### src/rtl/ext_stream.sv
// ext_stream: valid/ready sign/zero extender with a two-entry output buffer
// and saturating accept / ones-filled statistics counters.
module ext_stream #(
   parameter int IN_WIDTH  = 8,
   parameter int OUT_WIDTH = 16,
   parameter int CNT_WIDTH = 16
) (
   input  logic                 clk,
   input  logic                 rst,
   input  logic                 in_valid,
   output logic                 in_ready,
   input  logic [IN_WIDTH-1:0]  in_data,
   input  logic                 in_mode,
   output logic                 out_valid,
   input  logic                 out_ready,
   output logic [OUT_WIDTH-1:0] out_data,
   output logic                 out_fill,
   output logic [CNT_WIDTH-1:0] acc_count,
   output logic [CNT_WIDTH-1:0] neg_count
);

   localparam int EXT_W = OUT_WIDTH - IN_WIDTH;

   // Refuse to build a configuration that would leave no room for a fill bit.
   generate
      if (OUT_WIDTH < IN_WIDTH + 1) begin : g_bad_width
         $error("ext_stream: OUT_WIDTH must be at least IN_WIDTH+1");
      end
   endgenerate

   logic [OUT_WIDTH-1:0] mem_data [2];
   logic [1:0]           mem_fill;
   logic                 rd_ptr;
   logic                 wr_ptr;
   logic [1:0]           occ;
   logic                 push;
   logic                 pop;
   logic                 fill_new;

   // Handshake decode; ready/valid come only from registered occupancy.
   assign in_ready  = (occ != 2'd2);
   assign out_valid = (occ != 2'd0);
   assign push      = in_valid && in_ready;
   assign pop       = out_valid && out_ready;
   assign fill_new  = in_mode & in_data[IN_WIDTH-1];
   assign out_data  = mem_data[rd_ptr];
   assign out_fill  = mem_fill[rd_ptr];

   // Storage: extension happens once, at accept time.
   always_ff @(posedge clk or posedge rst) begin
      if (rst) begin
         mem_data[0] <= '0;
         mem_data[1] <= '0;
         mem_fill    <= '0;
      end else if (push) begin
         mem_data[wr_ptr] <= {{EXT_W{fill_new}}, in_data};
         mem_fill[wr_ptr] <= fill_new;
      end
   end

   // Pointers and occupancy; a push and pop together leave occupancy unchanged.
   always_ff @(posedge clk or posedge rst) begin
      if (rst) begin
         rd_ptr <= 1'b0;
         wr_ptr <= 1'b0;
         occ    <= 2'd0;
      end else begin
         if (push) wr_ptr <= ~wr_ptr;
         if (pop)  rd_ptr <= ~rd_ptr;
         case ({push, pop})
            2'b10:   occ <= occ + 2'd1;
            2'b01:   occ <= occ - 2'd1;
            default: occ <= occ;
         endcase
      end
   end

   // Saturating statistics counters; they stick at all-ones.
   always_ff @(posedge clk or posedge rst) begin
      if (rst) begin
         acc_count <= '0;
         neg_count <= '0;
      end else if (push) begin
         if (acc_count != '1)             acc_count <= acc_count + 1'b1;
         if (fill_new && neg_count != '1) neg_count <= neg_count + 1'b1;
      end
   end

endmodule

### config.mk
export PLATFORM = sky130hd
export DESIGN_NAME = ext_stream
export DESIGN_NICKNAME = d
export VERILOG_FILES = /design/src/rtl/ext_stream.sv
export SDC_FILE = /design/constraint.sdc
export NUM_CORES = 1
export LEC_CHECK = 0
export BUFFER_PORTS_ARGS = -buffer_cell sky130_fd_sc_hd__buf_2
export CAP_MARGIN = 20
export CORE_ASPECT_RATIO = 0.5
export CORE_MARGIN = 10
export CORE_UTILIZATION = 58
export DETAILED_ROUTE_END_ITERATION = 7
export PLACE_DENSITY = 0.95
export SETUP_SLACK_MARGIN = 0.4
export SYNTH_ARGS = -nofsm -noshare
export SYNTH_HDL_FRONTEND = slang
export SYNTH_SLANG_ARGS = --single-unit
### constraint.sdc
create_clock -name clk -period 2.5 [get_ports clk]
set_input_delay 0.375 -clock clk [delete_from_list [all_inputs] [get_ports clk]]
set_output_delay 0.375 -clock clk [all_outputs]
set_load 0.005 [all_outputs]
==> flow_metrics.env, run 1 <==
export IMPL_outcome="finished clean"
export IMPL_p_per_area_nw_per_um2=955
export IMPL_clock_latency_ps=320
export IMPL_num_antenna_cells=0
export IMPL_avgSynthCellArea_sq_um=11.4
export IMPL_fp_dieW_um=117
export IMPL_grt_setup_unrepaired="no"
export IMPL_grt_use_total=0.161
export IMPL_startpoint_type="flop"
export IMPL_first_global_vias=2164
export IMPL_fin_nets=318
export IMPL_finalClockSkew_ps=9.48
export IMPL_antenna_found_initial=0
export IMPL_hold_buffers=1
export IMPL_min_period_ps=1900
export IMPL_boundaryPins=64
export IMPL_hold_slack_ps=302
export IMPL_yosys_cell_types_count=40
export IMPL_syn_area_sq_um=2760
export IMPL_worstMarginPinSlew_ps=552
export IMPL_cp_required_ps=2120
export IMPL_drtIter0Drc=132
export IMPL_cts_tree="yes"
export IMPL_cts_buffers=5
export IMPL_tns_ps=0
export IMPL_dp_hpwl_um=4870
export IMPL_overflow=0
export IMPL_setup_viol=0
export IMPL_hp_class="in2reg"
export IMPL_ys_flop_type="dfrtp_1"
export IMPL_cts_root_buffer="clkbuf_8"
export IMPL_syn_nets=257
export IMPL_remaining_drc_errors=0
export IMPL_slew_limit_headroom=0.627
export IMPL_die_area_sq_um=8070
export IMPL_yosysSeqAreaShare=0.490
export IMPL_cts_max_level=2
export IMPL_critPathArrivalTime_ps=1520
export IMPL_power_internal_uw=1980
export IMPL_worstPathMaxFanout=10
export IMPL_maxCapViolations=0
export IMPL_clk_pin_slew_ps=90
export IMPL_clockPowerShare=0.168
export IMPL_grt_pass1_wl_um=10600
export IMPL_maxSlewViolCount=0
export IMPL_yosys_warnings=0
export IMPL_ant_nets=0
export IMPL_cts_setup_buffers=0
export IMPL_cts_repair_resize_count=0
export IMPL_drive_above_1_share=0.386
export IMPL_clk_path_buf_depth=2
export IMPL_seq_power_share=0.461
export IMPL_cts_sinks=54
export IMPL_rows=17
export IMPL_vias=2107
export IMPL_power_leakage_uw=0.00151
export IMPL_async_flop_share=1.00
export IMPL_synth_edf_count=0
export IMPL_num_fill_cells=314
export IMPL_ir_drop_v=0.000639
export IMPL_wl_per_cell_um=17.1
export IMPL_fmax_ghz=0.527
export IMPL_end_kind="output port"
export IMPL_critPathKind="reg2out"
export IMPL_port_buffer_count=63
export IMPL_p_switching_uw=1060
export IMPL_finalHoldViolCount=0
export IMPL_grt_max_degree=45
export IMPL_core_area_sq_um=4490
export IMPL_dieHeight_um=68.7
export IMPL_drt_pass1_iterations=4
export IMPL_post_route_period_util=0.759
export IMPL_finalPower_uw=3030
export IMPL_ys_seq_elements=54
export IMPL_syn_instance_count=241
export IMPL_viasPerCell=5.71
export IMPL_finalWirelength_um=6300
export IMPL_p_sw_frac=0.348
export IMPL_initial_core_util=0.614
export IMPL_comb_power_share=0.370
export IMPL_area_growth_pct=15.4
export IMPL_place_congestion=0.843
## worst max-delay path, cell delays in order (launching register included)
cell and delay, ps:
dfrtp_1 610, mux2_2 450, buf_2 150
## per-layer routing
metal,vias up,track usage,routed length (um)
met2,82,0.269,2900
met5,-,0,0
li1,993,-,-
met1,1020,0.197,2880
met4,0,0.0688,118
met3,12,0.0445,404
## metrics by stage
stage	cells	worst slack (ps)	instance area (sq um)	util
final	369	604	3180	0.708
after global routing	369	487	3180	0.708
after CTS	369	585	3180	0.708
after detailed placement	360	659	3080	0.686
after global placement	360	769	3080	0.686
after floorplan	241	810	2760	-
## path summary, 6_finish.rpt
kind,start,end,slack [ps],cells after the start
max in group asynchronous,rst,neg_count[15]$_DFFE_PP0P_,1160,4
max reg2reg,neg_count[0]$_DFFE_PP0P_,neg_count[1]$_DFFE_PP0P_,640,5
min,in_data[5],mem_data[21]$_DFFE_PP0P_,300,2
min in group asynchronous,rst,mem_data[18]$_DFFE_PP0P_,540,3
min reg2reg,occ[1]$_DFFE_PP0P_,occ[1]$_DFFE_PP0P_,500,1
max,rd_ptr$_DFFE_PP0P_,out_data[8],600,2
## cells in the final DEF (no fill, tap or decap), types with 7 or more instances in the layout
cell type and n:
buf_2 63, dfrtp_1 54, mux2_2 30, xor2_1 18
nand2_1 15, nand3_1 11, nor4_1 10, nor3_1 9
xnor2_1 7
## flip-flops by register name, summed over array words and instances, names as in the netlist
signal and count:
mem_data 18, neg_count 16, acc_count 16, rd_ptr 1, wr_ptr 1, occ 2
## kinds of logic (layout without fill, tap and decap cells)
family	count (synthesis)	after routing	synth area share
adders and majority gates	3	3	0.0136
DFF	54	54	0.490
buffers and inverters	19	81	0.0427
and+or+nand+nor	87	87	0.193
xor gates and xnor gates	25	25	0.0795
muxes	33	33	0.134
AOI/OAI and AO/OA	20	20	0.0477
## synth_stat cells (all sizes together) (3+ instances only)
master,n,area (sq um)
ha,3,37.5
nor3,10,55.1
nand2,16,62.6
nand4,8,62.6
dfrtp,54,1350
mux2,30,338
nor2,7,31.3
and2,4,25.0
inv,7,26.3
xnor2,7,61.3
a211oi,4,30.0
or3,4,25.0
xor2,18,158
a21oi,6,30.0
nor4,12,87.6
buf,10,78.8
and3,5,31.3
nand3,15,103
a31oi,4,25.0
mux2i,3,30.0
## layout make-up
cell class                 count  area, sq um  area share
clock buffer                   7         86.3      0.0272
clock inverter                 1         5.00     0.00157
tap                           66         82.6      0.0260
sequential                    54         1350       0.425
timing repair buffer          65          333       0.105
multi-input combinational    168         1290       0.405
inverter                       8         35.0      0.0110
## power by group through the flow
stage          clock (uW)  combinational [uW]  sequential [uW]
4_1_cts               523                1150             1400
3_3_place_gp            0                1100             1380
5_1_grt               564                1250             1440
6_report              511                1120             1400
3_5_place_dp            0                1150             1410
2_1_floorplan           0                 838             1340
Note: power is estimated with default switching activity, not from simulation.
==> inputs of run 2 (changes only) <==
--- a/config.mk
+++ b/config.mk
@@ -9,9 +9,9 @@
 export CAP_MARGIN = 20
 export CORE_ASPECT_RATIO = 0.5
 export CORE_MARGIN = 10
-export CORE_UTILIZATION = 58
+export CORE_UTILIZATION = 54
 export DETAILED_ROUTE_END_ITERATION = 7
-export PLACE_DENSITY = 0.95
+export PLACE_DENSITY = 0.9
 export SETUP_SLACK_MARGIN = 0.4
 export SYNTH_ARGS = -nofsm -noshare
 export SYNTH_HDL_FRONTEND = slang
==> constraint.sdc (replaced) <==
create_clock -name clk -period 1.9 [get_ports clk]
set_input_delay 0.285 -clock clk [delete_from_list [all_inputs] [get_ports clk]]
set_output_delay 0.285 -clock clk [all_outputs]
set_load 0.005 [all_outputs]
==> run 2 against run 1 <==
Clock skew is 8.7 ps higher. Sequential power increased by 36%. First-iteration DRC count rose by 140%. Critical path type is now reg2reg. Flip-flop and latch count did not move. Worst setup slack lost 380 ps. Global-route usage rose by 2.3 points. Critical endpoint is now acc_count[12]$_DFFE_PP0P_.
==> flow_metrics.env, run 2 (same netlist as run 1, synthesis figures left out) <==
export IMPL_regMostFlops="mem_data"
export IMPL_cts_tree="yes"
export IMPL_p_per_area_nw_per_um2=1280
export IMPL_finalWirelength_um=10400
export IMPL_maxSlewViolCount=0
export IMPL_vias=2686
export IMPL_multi_input_area_sq_um=1750
export IMPL_mostFrequentLayoutCells="56 x buf_2, 45 x buf_4, 35 x dfrtp_1"
export IMPL_post_dp_cell_area_sq_um=3140
export IMPL_first_global_vias=2459
export IMPL_rr_startpoint="acc_count[1]$_DFFE_PP0P_"
export IMPL_reg_top3="mem_data x18, acc_count x16, neg_count x16"
export IMPL_port_buffer_count=63
export IMPL_slew_limit_headroom=0.535
export IMPL_post_route_period_util=0.881
export IMPL_clock_latency_ps=340
export IMPL_dieHeight_um=70.5
export IMPL_fmax_ghz=0.597
export IMPL_finalHoldViolCount=0
export IMPL_drive_above_1_share=0.651
export IMPL_cts_buffers=5
export IMPL_fin_area_sq_um=4130
export IMPL_maxCapViolations=0
export IMPL_finalPower_uw=5280
export IMPL_worstMarginPinSlew_ps=697
export IMPL_drtIter0Drc=313
export IMPL_ant_nets=0
export IMPL_grt_use_total=0.183
export IMPL_regArea_sq_um=1380
export IMPL_fin_nets=368
export IMPL_overflow=0
export IMPL_die_area_sq_um=8530
export IMPL_core_area_sq_um=4930
export IMPL_hp_class="in2async"
export IMPL_antenna_found_initial=1
export IMPL_cts_sinks=54
export IMPL_worstPathMaxFanout=6
export IMPL_grt_max_degree=55
export IMPL_critPathArrivalTime_ps=1910
export IMPL_ir_drop_v=0.000838
export IMPL_hold_slack_ps=172
export IMPL_clk_path_buf_depth=2
export IMPL_hold_buffers=0
export IMPL_min_period_ps=1670
export IMPL_cts_max_level=2
export IMPL_drt_pass1_iterations=6
export IMPL_rows=18
export IMPL_remaining_drc_errors=0
export IMPL_tns_ps=0
export IMPL_critPathLaunch="acc_count[1]$_DFFE_PP0P_"
export IMPL_area_growth_pct=49.9
export IMPL_power_leakage_uw=0.00193
export IMPL_stdcell_count=423
export IMPL_cts_root_buffer="clkbuf_8"
export IMPL_setup_viol=0
export IMPL_finalClockSkew_ps=18.1
export IMPL_outcome="finished clean"
export IMPL_grt_pass1_wl_um=12700
export IMPL_largest_register_ffs=18
export IMPL_end_kind="flop"
export IMPL_cp_required_ps=2130
export IMPL_boundaryPins=64
export IMPL_startpoint_type="flop"
export IMPL_initial_core_util=0.559
export IMPL_fp_dieW_um=121
export IMPL_dp_hpwl_um=4670
export IMPL_layout_commonest_cell="buf_2"
export IMPL_clk_pin_slew_ps=110
export IMPL_grt_setup_unrepaired="yes"
export IMPL_dp_cells=366
export IMPL_wl_per_cell_um=24.7
export IMPL_num_fill_cells=226
export IMPL_critPathKind="reg2reg"
export IMPL_viasPerCell=6.35
export IMPL_place_congestion=0.912
run 2: cell count changes in the layout (fill, tap and decap cells not counted), moves of 8 or more:
cell / delta
buf_6: +10
dfrtp_1: -19
nor4_4: +9
nor4_1: -8
buf_4: +44
dfrtp_2: +19
run 2: final cells by class:
cell class,count,area share
clock inverter,2,0.00242
antenna,1,0.000606
timing repair inverter,1,0.00121
timing repair buffer,114,0.193
sequential,54,0.333
inverter,8,0.00939
clock buffer,5,0.0167
tap,70,0.0212
multi-input combinational,168,0.423
run 2: worst max-delay path: stages (launching register included):
cell     delay (ps)
dfrtp_1         480
ha_4            190
and3_4          220
nand3_4         150
nor4_4          180
mux2_2          370
run 2: through the flow:
step | worst slack [ps] | utilization
after floorplan | 361 | -
after global placement | 269 | 0.636
after detailed placement | 188 | 0.636
after CTS | 300 | 0.737
after global routing | 144 | 0.837
final | 226 | 0.837
run 2: report_power, final:
part | switching (uW) | total, uW | leakage [uW] | internal (uW)
combinational | 1200 | 2710 | 0.00124 | 1500
clock | 414 | 663 | 0.0000438 | 249
sequential | 389 | 1910 | 0.000645 | 1520
run 2: final timing paths:
| path | to | cells after the start | slack [ps] |
|---|---|---|---|
| hold / removal | acc_count[15]$_DFFE_PP0P_ | 3 | 170 |
| min in group clk | mem_data[0]$_DFFE_PP0P_ | 2 | 200 |
| max in group asynchronous | rd_ptr$_DFFE_PP0P_ | 3 | 1220 |
| hold reg to reg | mem_data[14]$_DFFE_PP0P_ | 2 | 510 |
| setup reg to reg | acc_count[12]$_DFFE_PP0P_ | 5 | 230 |
| setup / recovery | acc_count[12]$_DFFE_PP0P_ | 5 | 230 |
run 2: routing by layer:
layer | part of all wire | global-route usage | vias up
met5 | 0 | 0 | -
met4 | 0.058 | 0.0904 | 0
met3 | 0.098 | 0.0513 | 68
met2 | 0.46 | 0.315 | 206
met1 | 0.39 | 0.205 | 1317
li1 | - | - | 1095
run 2: timing repair:
item	CTS	global route
buffers inserted	21	26
pin swaps	11	23
gates resized for setup	45	60
setup endpoints to repair	59	65
cloned	1	1
